### src/rtl/Falco_pkg.sv
// Falco_pkg: core-wide sizing constants shared by the integer issue path.
//   INT_IQ_NUM   - number of integer issue queue slots
//   INT_IQ_WIDTH - slot index width, clog2(INT_IQ_NUM)
package Falco_pkg;
    localparam int INT_IQ_NUM   = 8;
    localparam int INT_IQ_WIDTH = 3;
endpackage

### src/rtl/int_iq_free_slot_finder.sv
// int_iq_free_slot_finder: purely combinational search for the two
// lowest-numbered free (zero) bits of an occupancy vector.
// Ports:
//   occ_i     in  IQ_NUM    occupancy, 1 = slot in use
//   idx0_o    out IQ_WIDTH  lowest free slot (0 when none)
//   idx1_o    out IQ_WIDTH  second-lowest free slot (0 when none)
//   found0_o  out 1         idx0_o names a real free slot
//   found1_o  out 1         idx1_o names a real free slot
module int_iq_free_slot_finder #(
    parameter int IQ_NUM   = 8,
    parameter int IQ_WIDTH = 3
) (
    input  logic [IQ_NUM-1:0]   occ_i,
    output logic [IQ_WIDTH-1:0] idx0_o,
    output logic [IQ_WIDTH-1:0] idx1_o,
    output logic                found0_o,
    output logic                found1_o
);

    always_comb begin
        idx0_o   = '0;
        idx1_o   = '0;
        found0_o = 1'b0;
        found1_o = 1'b0;
        // Ascending scan: the first zero claims idx0, the next claims idx1.
        for (int i = 0; i < IQ_NUM; i++) begin
            if (!occ_i[i]) begin
                if (!found0_o) begin
                    idx0_o   = IQ_WIDTH'(i);
                    found0_o = 1'b1;
                end else if (!found1_o) begin
                    idx1_o   = IQ_WIDTH'(i);
                    found1_o = 1'b1;
                end
            end
        end
    end

endmodule

### src/rtl/int_iq_slot_allocator.sv
// int_iq_slot_allocator: tracks integer issue queue occupancy, hands out up to
// two free slots per cycle to dispatch, frees slots on issue, clears all on
// recovery flush.
// Optional feature macro: INT_IQ_ALLOC_PERF_EN (saturating stall-cycle counter;
// when undefined stall_cycle_count is tied to 0).
// Ports:
//   clk, rst                       clock, synchronous active-high reset
//   dispatch_req0/1                rename requests (req1 only with req0)
//   recovery_flush                 free every slot, block dispatch
//   issue_slot_idx0/1(_valid)      slots freed by the issue selector
//   dispatch_slot_idx0/1           slots assigned to instr0/instr1
//   dispatch_instr0/1_valid        grant strobes
//   dispatch_stall                 not enough room, rename must hold
//   entry_valid                    registered occupancy bitmap
//   free_count                     free slots from registered occupancy
//   stall_cycle_count              performance counter
module int_iq_slot_allocator
    import Falco_pkg::*;
#(
    parameter int IQ_NUM   = Falco_pkg::INT_IQ_NUM,
    parameter int IQ_WIDTH = Falco_pkg::INT_IQ_WIDTH
) (
    input  logic                clk,
    input  logic                rst,
    input  logic                dispatch_req0,
    input  logic                dispatch_req1,
    input  logic                recovery_flush,
    input  logic [IQ_WIDTH-1:0] issue_slot_idx0,
    input  logic [IQ_WIDTH-1:0] issue_slot_idx1,
    input  logic                issue_slot_idx0_valid,
    input  logic                issue_slot_idx1_valid,
    output logic [IQ_WIDTH-1:0] dispatch_slot_idx0,
    output logic [IQ_WIDTH-1:0] dispatch_slot_idx1,
    output logic                dispatch_instr0_valid,
    output logic                dispatch_instr1_valid,
    output logic                dispatch_stall,
    output logic [IQ_NUM-1:0]   entry_valid,
    output logic [IQ_WIDTH:0]   free_count,
    output logic [31:0]         stall_cycle_count
);

    logic [IQ_NUM-1:0] occ_q;
    logic [IQ_NUM-1:0] occ_d;
    logic [IQ_NUM-1:0] issue_mask;
    logic [IQ_NUM-1:0] grant_mask;
    logic              found0;
    logic              found1;
    logic [1:0]        need;

    // Allocation looks only at registered occupancy: a slot freed by issue
    // this cycle becomes visible to dispatch next cycle.
    int_iq_free_slot_finder #(
        .IQ_NUM   (IQ_NUM),
        .IQ_WIDTH (IQ_WIDTH)
    ) u_finder (
        .occ_i    (occ_q),
        .idx0_o   (dispatch_slot_idx0),
        .idx1_o   (dispatch_slot_idx1),
        .found0_o (found0),
        .found1_o (found1)
    );

    always_comb begin
        free_count = '0;
        for (int i = 0; i < IQ_NUM; i++) begin
            free_count = free_count + (IQ_WIDTH + 1)'(!occ_q[i]);
        end
    end

    // A lone req1 contributes nothing; pairs are accepted all-or-nothing.
    assign need = {1'b0, dispatch_req0} + {1'b0, dispatch_req0 & dispatch_req1};

    assign dispatch_stall        = ((IQ_WIDTH + 1)'(need) > free_count) & ~recovery_flush;
    assign dispatch_instr0_valid = dispatch_req0 & ~dispatch_stall & ~recovery_flush & ~rst;
    assign dispatch_instr1_valid = dispatch_req0 & dispatch_req1 & ~dispatch_stall
                                   & ~recovery_flush & ~rst;

    assign entry_valid = occ_q;

    // Both issue ports naming the same slot simply OR into one bit.
    // Grants are additionally qualified by the finder's found flags so a
    // stray grant can never set a slot that was not actually free.
    generate
        for (genvar gi = 0; gi < IQ_NUM; gi++) begin : g_masks
            assign issue_mask[gi] =
                (issue_slot_idx0_valid && (issue_slot_idx0 == IQ_WIDTH'(gi))) ||
                (issue_slot_idx1_valid && (issue_slot_idx1 == IQ_WIDTH'(gi)));
            assign grant_mask[gi] =
                (dispatch_instr0_valid && found0 && (dispatch_slot_idx0 == IQ_WIDTH'(gi))) ||
                (dispatch_instr1_valid && found1 && (dispatch_slot_idx1 == IQ_WIDTH'(gi)));
        end
    endgenerate

    always_comb begin
        occ_d = (occ_q & ~issue_mask) | grant_mask;
        if (recovery_flush) begin
            occ_d = '0;
        end
    end

    always_ff @(posedge clk) begin
        if (rst) begin
            occ_q <= '0;
        end else begin
            occ_q <= occ_d;
        end
    end

`ifdef INT_IQ_ALLOC_PERF_EN
    logic [31:0] stall_cnt_q;

    // Saturating; flush leaves the count alone.
    always_ff @(posedge clk) begin
        if (rst) begin
            stall_cnt_q <= '0;
        end else if (dispatch_stall && (stall_cnt_q != 32'hFFFF_FFFF)) begin
            stall_cnt_q <= stall_cnt_q + 32'd1;
        end
    end

    assign stall_cycle_count = stall_cnt_q;
`else
    assign stall_cycle_count = 32'd0;
`endif

`ifndef SYNTHESIS
    always @(posedge clk) begin
        if (!rst) begin
            assert (!(dispatch_req1 && !dispatch_req0))
                else $warning("int_iq_slot_allocator: dispatch_req1 without dispatch_req0 ignored");
            if (!recovery_flush) begin
                assert (!(issue_slot_idx0_valid && !occ_q[issue_slot_idx0]))
                    else $warning("int_iq_slot_allocator: issue idx0 names a free slot");
                assert (!(issue_slot_idx1_valid && !occ_q[issue_slot_idx1]))
                    else $warning("int_iq_slot_allocator: issue idx1 names a free slot");
            end
        end
    end
`endif

endmodule

### config.mk
export PLATFORM = sky130hd
export DESIGN_NAME = int_iq_slot_allocator
export DESIGN_NICKNAME = d
export VERILOG_FILES = /design/src/rtl/Falco_pkg.sv /design/src/rtl/int_iq_free_slot_finder.sv /design/src/rtl/int_iq_slot_allocator.sv
export SDC_FILE = /design/constraint.sdc
export NUM_CORES = 1
export LEC_CHECK = 0
export CORE_AREA = 2 2 65 67
export DETAILED_ROUTE_END_ITERATION = 6
export DIE_AREA = 0 0 67 69
export GPL_TIMING_DRIVEN = 0
export HOLD_SLACK_MARGIN = 0.02
export PLACE_DENSITY_LB_ADDON = 0.05
export SLEW_MARGIN = 20
export SYNTH_ARGS = -nofsm -noshare
export SYNTH_HDL_FRONTEND = slang
export SYNTH_SLANG_ARGS = --single-unit
### constraint.sdc
create_clock -name clk -period 7.1 [get_ports clk]
set_clock_uncertainty 0.2 [all_clocks]
set_input_delay 1.775 -clock clk [delete_from_list [all_inputs] [get_ports clk]]
set_output_delay 1.775 -clock clk [all_outputs]
set_load 0.1 [all_outputs]
==> results of run 1 <==
-- layout make-up --
type | count | area [µm²] | share of cell area, %
buffer | 42 | 304 | 13.1
clock buffer | 4 | 45.0 | 1.94
inverter | 19 | 73.8 | 3.18
multi-input combinational | 185 | 1340 | 57.5
sequential | 8 | 174 | 7.49
tap | 50 | 62.6 | 2.69
timing repair buffer | 33 | 329 | 14.2
-- layer usage --
metal	wire length (µm)	vias up	share of wire (%)	global-route usage, %
li1	-	893	-	-
met1	1980	790	45	27.9
met2	2080	99	47	30.6
met3	310	8	7.0	2.61
met4	59	0	1.3	4.99
met5	0	-	0	0
-- logic make-up (layout without fill, tap and decap cells) --
family	after synthesis	after routing	share of synthesized area [%]
buf+inv	61	98	21.8
other cells	1	32	0.218
fa+ha+maj	14	14	11.9
flops	8	8	9.30
compound gates	66	66	31.7
xor+xnor	2	2	1.02
simple gates	71	71	24.1
-- repair_timing --
item                                    CTS  global route
resized for setup                         1             0
hold buffers                              0             0
endpoints found under the setup margin    1             0
-- layout by cell type, fill, tap and decap left out, drive strengths merged, types with 2 or more instances in the layout --
| master | count |
|---|---|
| o311ai | 2 |
| a21oi | 8 |
| o21ai | 8 |
| o211ai | 3 |
| nand2 | 13 |
| a311oi | 2 |
| or2 | 3 |
| a2bb2oi | 2 |
| ha | 10 |
| and2 | 3 |
| clkbuf | 4 |
| fa | 4 |
| nor2 | 17 |
| nand2b | 2 |
| a32oi | 7 |
| nor3b | 3 |
| inv | 19 |
| nor2b | 9 |
| nand4 | 4 |
| nor4 | 2 |
| and3 | 2 |
| nor3 | 2 |
| a22o | 2 |
| nand3 | 7 |
| o221ai | 2 |
| o21a | 2 |
| o2bb2ai | 7 |
| clkdlybuf4s50 | 32 |
| dfxtp | 8 |
| o31a | 2 |
| a31oi | 6 |
| conb | 32 |
| o22ai | 4 |
| a22oi | 4 |
| buf | 42 |
-- worst paths after layout --
path | slack [ns] | depth (start not counted) | to
worst max-delay path | 0.24 | 13 | dispatch_instr0_valid
worst min-delay path | 0.41 | 2 | entry_valid[1]
worst min register to register | 0.41 | 2 | entry_valid[1]
worst max register to register | 2.64 | 14 | entry_valid[6]
-- critical path: stages (launching register included) --
cell             delay, ns
dfxtp_4               0.39
inv_4                 0.05
fa_1                  0.55
fa_1                  0.43
fa_1                  0.53
ha_2                  0.18
inv_1                 0.05
fa_2                  0.53
ha_1                  0.24
nor2b_2               0.16
o21ai_2               0.18
o311ai_4              0.16
inv_2                 0.08
clkdlybuf4s50_1       1.12
-- power groups by stage --
stage	clock network (µW)	registers, µW	logic [µW]
after floorplan	0	50.2	146
after global placement	0	46.7	172
after detailed placement	0	46.7	172
after CTS	59.3	45.9	173
after global routing	63.2	45.9	180
final	59.2	45.9	173
-- synthesized netlist by cell type (all sizes together), types with 3 or more instances --
master and instances:
and2 3, inv 19, nor2b 9, o21ai 8, a31oi 6, o22ai 4, nand4 4, fa 4
o211ai 3, ha 10, buf 42, nor3b 3, nor2 17, or2 3, o2bb2ai 7, a22oi 4
dfxtp 8, nand3 7, nand2 13, a32oi 7, a21oi 8
-- metrics by stage --
| step | setup TNS, ns | power [µW] | setup slack, ns | area (µm²) |
|---|---|---|---|---|
| 6_report | 0 | 278 | 0.237 | 2320 |
| 3_3_place_gp | 0 | 219 | 0.233 | 2280 |
| 5_1_grt | 0 | 289 | 0.0629 | 2320 |
| 4_1_cts | 0 | 278 | 0.202 | 2320 |
| 2_1_floorplan | -0.937 | 196 | -0.937 | 1890 |
| 3_5_place_dp | 0 | 219 | 0.241 | 2280 |
==> reports/qor.csv, run 1 <==
stage;metric;value;unit
run_status;status;complete, no violations;
finish;layout cells sized above 1;25.8;%
clock_network;Post-CTS Setup Bufs;0;
synth;Synth top area share;14.4;%
worst_hold_path;Hold Path Class;flip-flop to flip-flop;
finish;Fillers;383;
clock_network;htree depth;1;
global_route;initial antenna violation count;0;
critical_path;CP endpoint kind;primary output;
synth;EDFF count, synth;0;
sta;Fin. Hold Viols;0;
pwr;pwr dens;120;nW/µm²
global_route;GRT Overall Usage;19.5;%
clock_network;clock transition at the registers of the reported paths;0.04;ns
critical_path;Crit. Startpoint;entry_valid[0];
pwr;combinational share of power;62.2;%
route;antenna-violating nets left;0;
clock_network;CTS tree;yes;
synth;Mapped Area;1720;µm²
critical_path;Required @ worst endpoint;5.12;ns
clock_network;Clock Latency Late Sink;0.23;ns
clock_network;clock buffer depth;2;
placed_design;placed insts;337;
pwr;Int Pwr;124;µW
placed_design;number of port buffers;33;
synth;dominant cell type by area after synthesis;buf_4;
pwr;P_sw;155;µW
job;Max Cap Viol;0;
route;via count;1790;
pwr;Switching Fraction;55.6;%
die;num rows;23;
synth;largest cells by area after synthesis;buf_4 (14%), dfxtp_1 (9.3%), ha_1 (7.3%), fa_1 (4.7%), nor2_1 (3.7%);
route;post-DR vias/cell;5.25;
synth;Post-Syn Area per Cell;7.72;µm²
pwr;part of the power in registers;16.5;%
synth;sequential share of the synthesized area;9.30;%
clock_network;Root Driver;clkbuf_8;
placed_design;GP Congestion;0.913;
sta;Worst Max-Slew Pin Slew;0.973;ns
finish;final core utilization;59.4;%
sta;fmax;0.146;GHz
finish;Nets;319;
die;Die W;67;µm
synth;yosys warns;0;
sta;crit share post-route;96.7;%
route;Post-Route WL;4430;µm
sta;Slew headroom;34.9;%
global_route;first-pass GRT wire length;7200;µm
die;Initial Utilization;44.0;%
sta;Final min period;6.86;ns
clock_network;Num CTS Buffers;3;
worst_hold_path;HP Start;entry_valid[1];
finish;max FFs per register;8;
global_route;vias in the first global route;1502;
synth;Gate Count Post-Synth;223;
sta;RSZ-0062 raised after global routing;false;
finish;Area Overhead vs Synth;35.0;%
sta;Hold Slack;0.413;ns
clock_network;Sink Count;8;
placed_design;Post-DP HPWL;3590;µm
finish;post-route insts no fill;341;
global_route;pin count of the biggest net entering global routing;11;
critical_path;worst-path maximum fanout;6;
critical_path;CP Launch Type;flip-flop;
finish;# diodes;0;
sta;final setup fails;0;
route;post-detailed-route wirelength per cell;13.0;µm
pwr;Pleak;0.000972;µW
synth;Netlist cell types;62;
route;drt drc;0;
global_route;grt total ovfl;0;
synth;FF+latch count, synth;8;
critical_path;critical path arrival;4.89;ns
route;initial detailed-routing violation count;185;
synth;Post-synth ARST share;0;%
die;core area;3910;µm²
synth;ys flop type;dfxtp_1;
sta;Slew Viols, Final;0;
die;IO Count;66;
die;die area;4620;µm²
pwr;maximum vdd ir drop;94.2;µV
critical_path;Worst Setup Path Type;flip-flop to primary output;
pwr;share of total power in the clock network;21.3;%
critical_path;Worst R2R Start;entry_valid[0];
route;First-pass DRT Iterations;4;
die;die height;69;µm
(Power assumes the default switching activity.)
==> inputs of run 2 (changes only) <==
- CORE_AREA: 2 2 65 67 -> 2 2 57 72
- DIE_AREA: 0 0 67 69 -> 0 0 59 74
- SYNTH_HIERARCHICAL: default -> 1
==> reports/qor.csv, run 2 <==
stage;metric;value;unit;change
synth;FF+latch count, synth;8;;unchanged
clock_network;Root Driver;clkbuf_8;;unchanged
finish;Nets;306;;was 319
pwr;part of the power in registers;17.7;%;was 16.5%
finish;max FFs per register;8;;unchanged
critical_path;Critical-path top delay cell;clkdlybuf4s15_1;;was clkdlybuf4s50_1
sta;Hold Slack;0.407;ns;was 0.413 ns
global_route;vias in the first global route;1453;;was 1,502
sta;Worst Max-Slew Pin Slew;0.972;ns;was 0.973 ns
synth;Post-synth ARST share;0;%;unchanged
die;die height;74;µm;was 69 µm
clock_network;clock transition at the registers of the reported paths;0.04;ns;about the same
critical_path;CP endpoint kind;primary output;;unchanged
global_route;first-pass GRT wire length;6560;µm;was 7200 µm
finish;final core utilization;57.2;%;was 59.4%
finish;most common cell after layout, fill and taps aside;buf_4;;unchanged
finish;layout cells sized above 1;20.6;%;was 25.8%
finish;post-route insts no fill;317;;was 341
route;via count;1598;;was 1,790
critical_path;CP Launch Type;flip-flop;;unchanged
pwr;pwr dens;126;nW/µm²;was 120 nW/µm²
critical_path;Required @ worst endpoint;5.12;ns;about the same
route;Post-Route WL;3930;µm;was 4430 µm
global_route;initial antenna violation count;0;;unchanged
route;wl on met1;1660;µm;was 1980 µm
die;IO Count;66;;unchanged
clock_network;Sink Count;8;;unchanged
run_status;status;complete, no violations;;unchanged
job;Max Cap Viol;0;;unchanged
critical_path;worst-path maximum fanout;7;;was 6
clock_network;hold_buf cts;0;;unchanged
synth;Netlist cell types;51;;was 62
critical_path;critical path arrival;4.86;ns;was 4.89 ns
pwr;Int Pwr;118;µW;was 124 µW
route;met3 wire len;187;µm;was 310 µm
finish;# diodes;0;;unchanged
clock_network;htree depth;1;;unchanged
critical_path;worst reg2reg path depth;12;;was 14
sta;Slew headroom;35.0;%;was 34.9%
worst_hold_path;hold depth;2;;unchanged
worst_hold_path;Hold Path Class;flip-flop to flip-flop;;unchanged
route;initial detailed-routing violation count;47;;was 185
synth;dominant cell type by area after synthesis;buf_4;;unchanged
route;First-pass DRT Iterations;4;;unchanged
pwr;maximum vdd ir drop;105;µV;was 94.2 µV
die;Initial Utilization;42.4;%;was 44.0%
pwr;Switching Fraction;55.3;%;was 55.6%
pwr;Overall Power;265;µW;was 278 µW
route;post-DR vias/cell;5.04;;was 5.25
synth;largest cells by area after synthesis;buf_4 (16%), dfxtp_1 (10%), ha_1 (8.0%), inv_1 (5.5%), fa_1 (5.1%);;was buf_4 (14%), dfxtp_1 (9.3%), ha_1 (7.3%), fa_1 (4.7%), nor2_1 (3.7%)
synth;Synth top area share;16.3;%;was 14.4%
critical_path;Worst path most repeated cell;fa_1;;unchanged
synth;yosys warns;6;;was 0
pwr;combinational share of power;62.9;%;was 62.2%
die;num rows;25;;was 23
route;post-detailed-route wirelength per cell;12.4;µm;was 13.0 µm
sta;final setup fails;0;;unchanged
synth;Gate Count Post-Synth;210;;was 223
clock_network;CTS tree;yes;;unchanged
placed_design;number of port buffers;33;;unchanged
critical_path;max incr delay on CP;0.81;ns;was 1.12 ns
clock_network;Clock Latency Late Sink;0.22;ns;was 0.23 ns
placed_design;GP Congestion;0.823;;was 0.913
sta;RSZ-0062 raised after global routing;false;;unchanged
placed_design;placed insts;314;;was 337
pwr;Pleak;0.000938;µW;was 0.000972 µW
sta;fmax;0.146;GHz;about the same
route;drt drc;0;;unchanged
route;antenna-violating nets left;0;;unchanged
placed_design;Post-DP HPWL;3270;µm;was 3590 µm
clock_network;Num CTS Buffers;3;;unchanged
synth;Synth top cells by count;buf_4 (34), inv_1 (23), nand2_1 (17);;was buf_4 (33), nor2_1 (17), inv_1 (16)
global_route;GRT Overall Usage;18.8;%;was 19.5%
synth;EDFF count, synth;0;;unchanged
global_route;grt total ovfl;0;;unchanged
synth;top-count cell post-synth;buf_4;;unchanged
die;die area;4370;µm²;was 4620 µm²
sta;crit share post-route;96.3;%;was 96.7%
pwr;share of total power in the clock network;19.4;%;was 21.3%
route;Highest Signal Layer;met4;;unchanged
die;Die W;59;µm;was 67 µm
synth;sequential share of the synthesized area;10.2;%;was 9.30%
route;WL met2;2030;µm;was 2080 µm
critical_path;Worst Setup Path Type;flip-flop to primary output;;unchanged
global_route;pin count of the biggest net entering global routing;11;;unchanged
finish;fin area;2110;µm²;was 2320 µm²
critical_path;worst-path cell chain;inv_1 > fa_1 > fa_1 > fa_1 > ha_1 > inv_1 > fa_1 > ha_1 > nor2b_1 > o221ai_2 > o21ai_2 > inv_1 > clkdlybuf4s15_1;;was inv_4 > fa_1 > fa_1 > fa_1 > ha_2 > inv_1 > fa_2 > ha_1 > nor2b_2 > o21ai_2 > o311ai_4 > inv_2 > clkdlybuf4s50_1
clock_network;clock buffer depth;2;;unchanged
die;core area;3690;µm²;was 3910 µm²
pwr;P_sw;146;µW;was 155 µW
synth;Post-Syn Area per Cell;7.46;µm²;was 7.72 µm²
finish;commonest non-fill, non-tap cells in the layout;buf_4 (34), conb_1 (32), clkdlybuf4s50_1 (30);;was buf_4 (33), conb_1 (32), clkdlybuf4s50_1 (32)
sta;Fin. Hold Viols;0;;unchanged
placed_design;Placed Area;2070;µm²;was 2280 µm²
sta;Slew Viols, Final;0;;unchanged
synth;ys flop type;dfxtp_1;;unchanged
finish;Area Overhead vs Synth;34.7;%;was 35.0%
synth;Mapped Area;1570;µm²;was 1720 µm²
sta;Final min period;6.83;ns;was 6.86 ns
clock_network;Post-CTS Setup Bufs;0;;unchanged
-- run 2: kinds of logic after synthesis --
kind of cell | share of synthesized area (%)
XOR/XNOR | 0.559
AND/OR/NAND/NOR | 27.5
AO/OA/AOI/OAI | 23.1
flip-flops | 10.2
other | 0.239
buffers and inverters | 24.7
adder cells (fa/ha/maj) | 13.1
multiplexers | 0.639
-- run 2: metrics by stage --
step	TNS (ns)	setup slack [ns]
3_5_place_dp	0	0.115
4_1_cts	0	0.0771
3_3_place_gp	0	0.145
2_1_floorplan	-0.221	-0.221
6_report	0	0.265
5_1_grt	0	0.0343
-- run 2: final cells by class --
cell class	count	area [µm²]
multi-input cells	172	1140
plain buffers	38	300
flip-flops and latches	8	160
inverters	23	86.3
fillers	377	1580
well taps	40	50.0
clock buffers	3	41.3
repair buffers	33	328
-- run 2: per-layer routing --
metal	up-vias	track usage, %
li1	821	-
met1	718	23.8
met2	53	34.6
met3	6	0.870
met4	0	4.55
met5	-	0
-- run 2: critical path, delay by kind of cell (launching register included) --
kind,cells,cell delay (ns)
compound gates,2,0.46
fa+ha+maj,6,2.49
buf+inv,4,1.06
flops,1,0.48
simple gates,1,0.15
-- run 2: power by group through the flow --
stage / logic [µW] / registers [µW] / clock network [µW]
finish: 167 / 46.9 / 51.5
global route: 174 / 46.9 / 54.9
CTS: 167 / 46.8 / 52.7
detailed placement: 167 / 47.5 / 0
global placement: 166 / 47.6 / 0
floorplan: 140 / 50.8 / 0
-- run 2: what timing repair did --
item	in CTS	in global routing
gates cloned	0	0
endpoints found under the setup margin	2	3
endpoints found under the hold margin	0	0
gates resized for setup	2	4
-- run 2: final timing paths --
kind                       start                     to  slack [ns]
setup reg to reg  entry_valid[0]         entry_valid[2]        2.77
hold reg to reg   entry_valid[1]         entry_valid[1]        0.41
hold / removal    entry_valid[1]         entry_valid[1]        0.41
setup / recovery  entry_valid[0]  dispatch_instr0_valid        0.27
==> inputs of run 3 (changes only) <==
- CTS_CLUSTER_DIAMETER: default -> 30
==> results of run 3 <==
Final layout, timing and power as in run 2 (identical DEF).
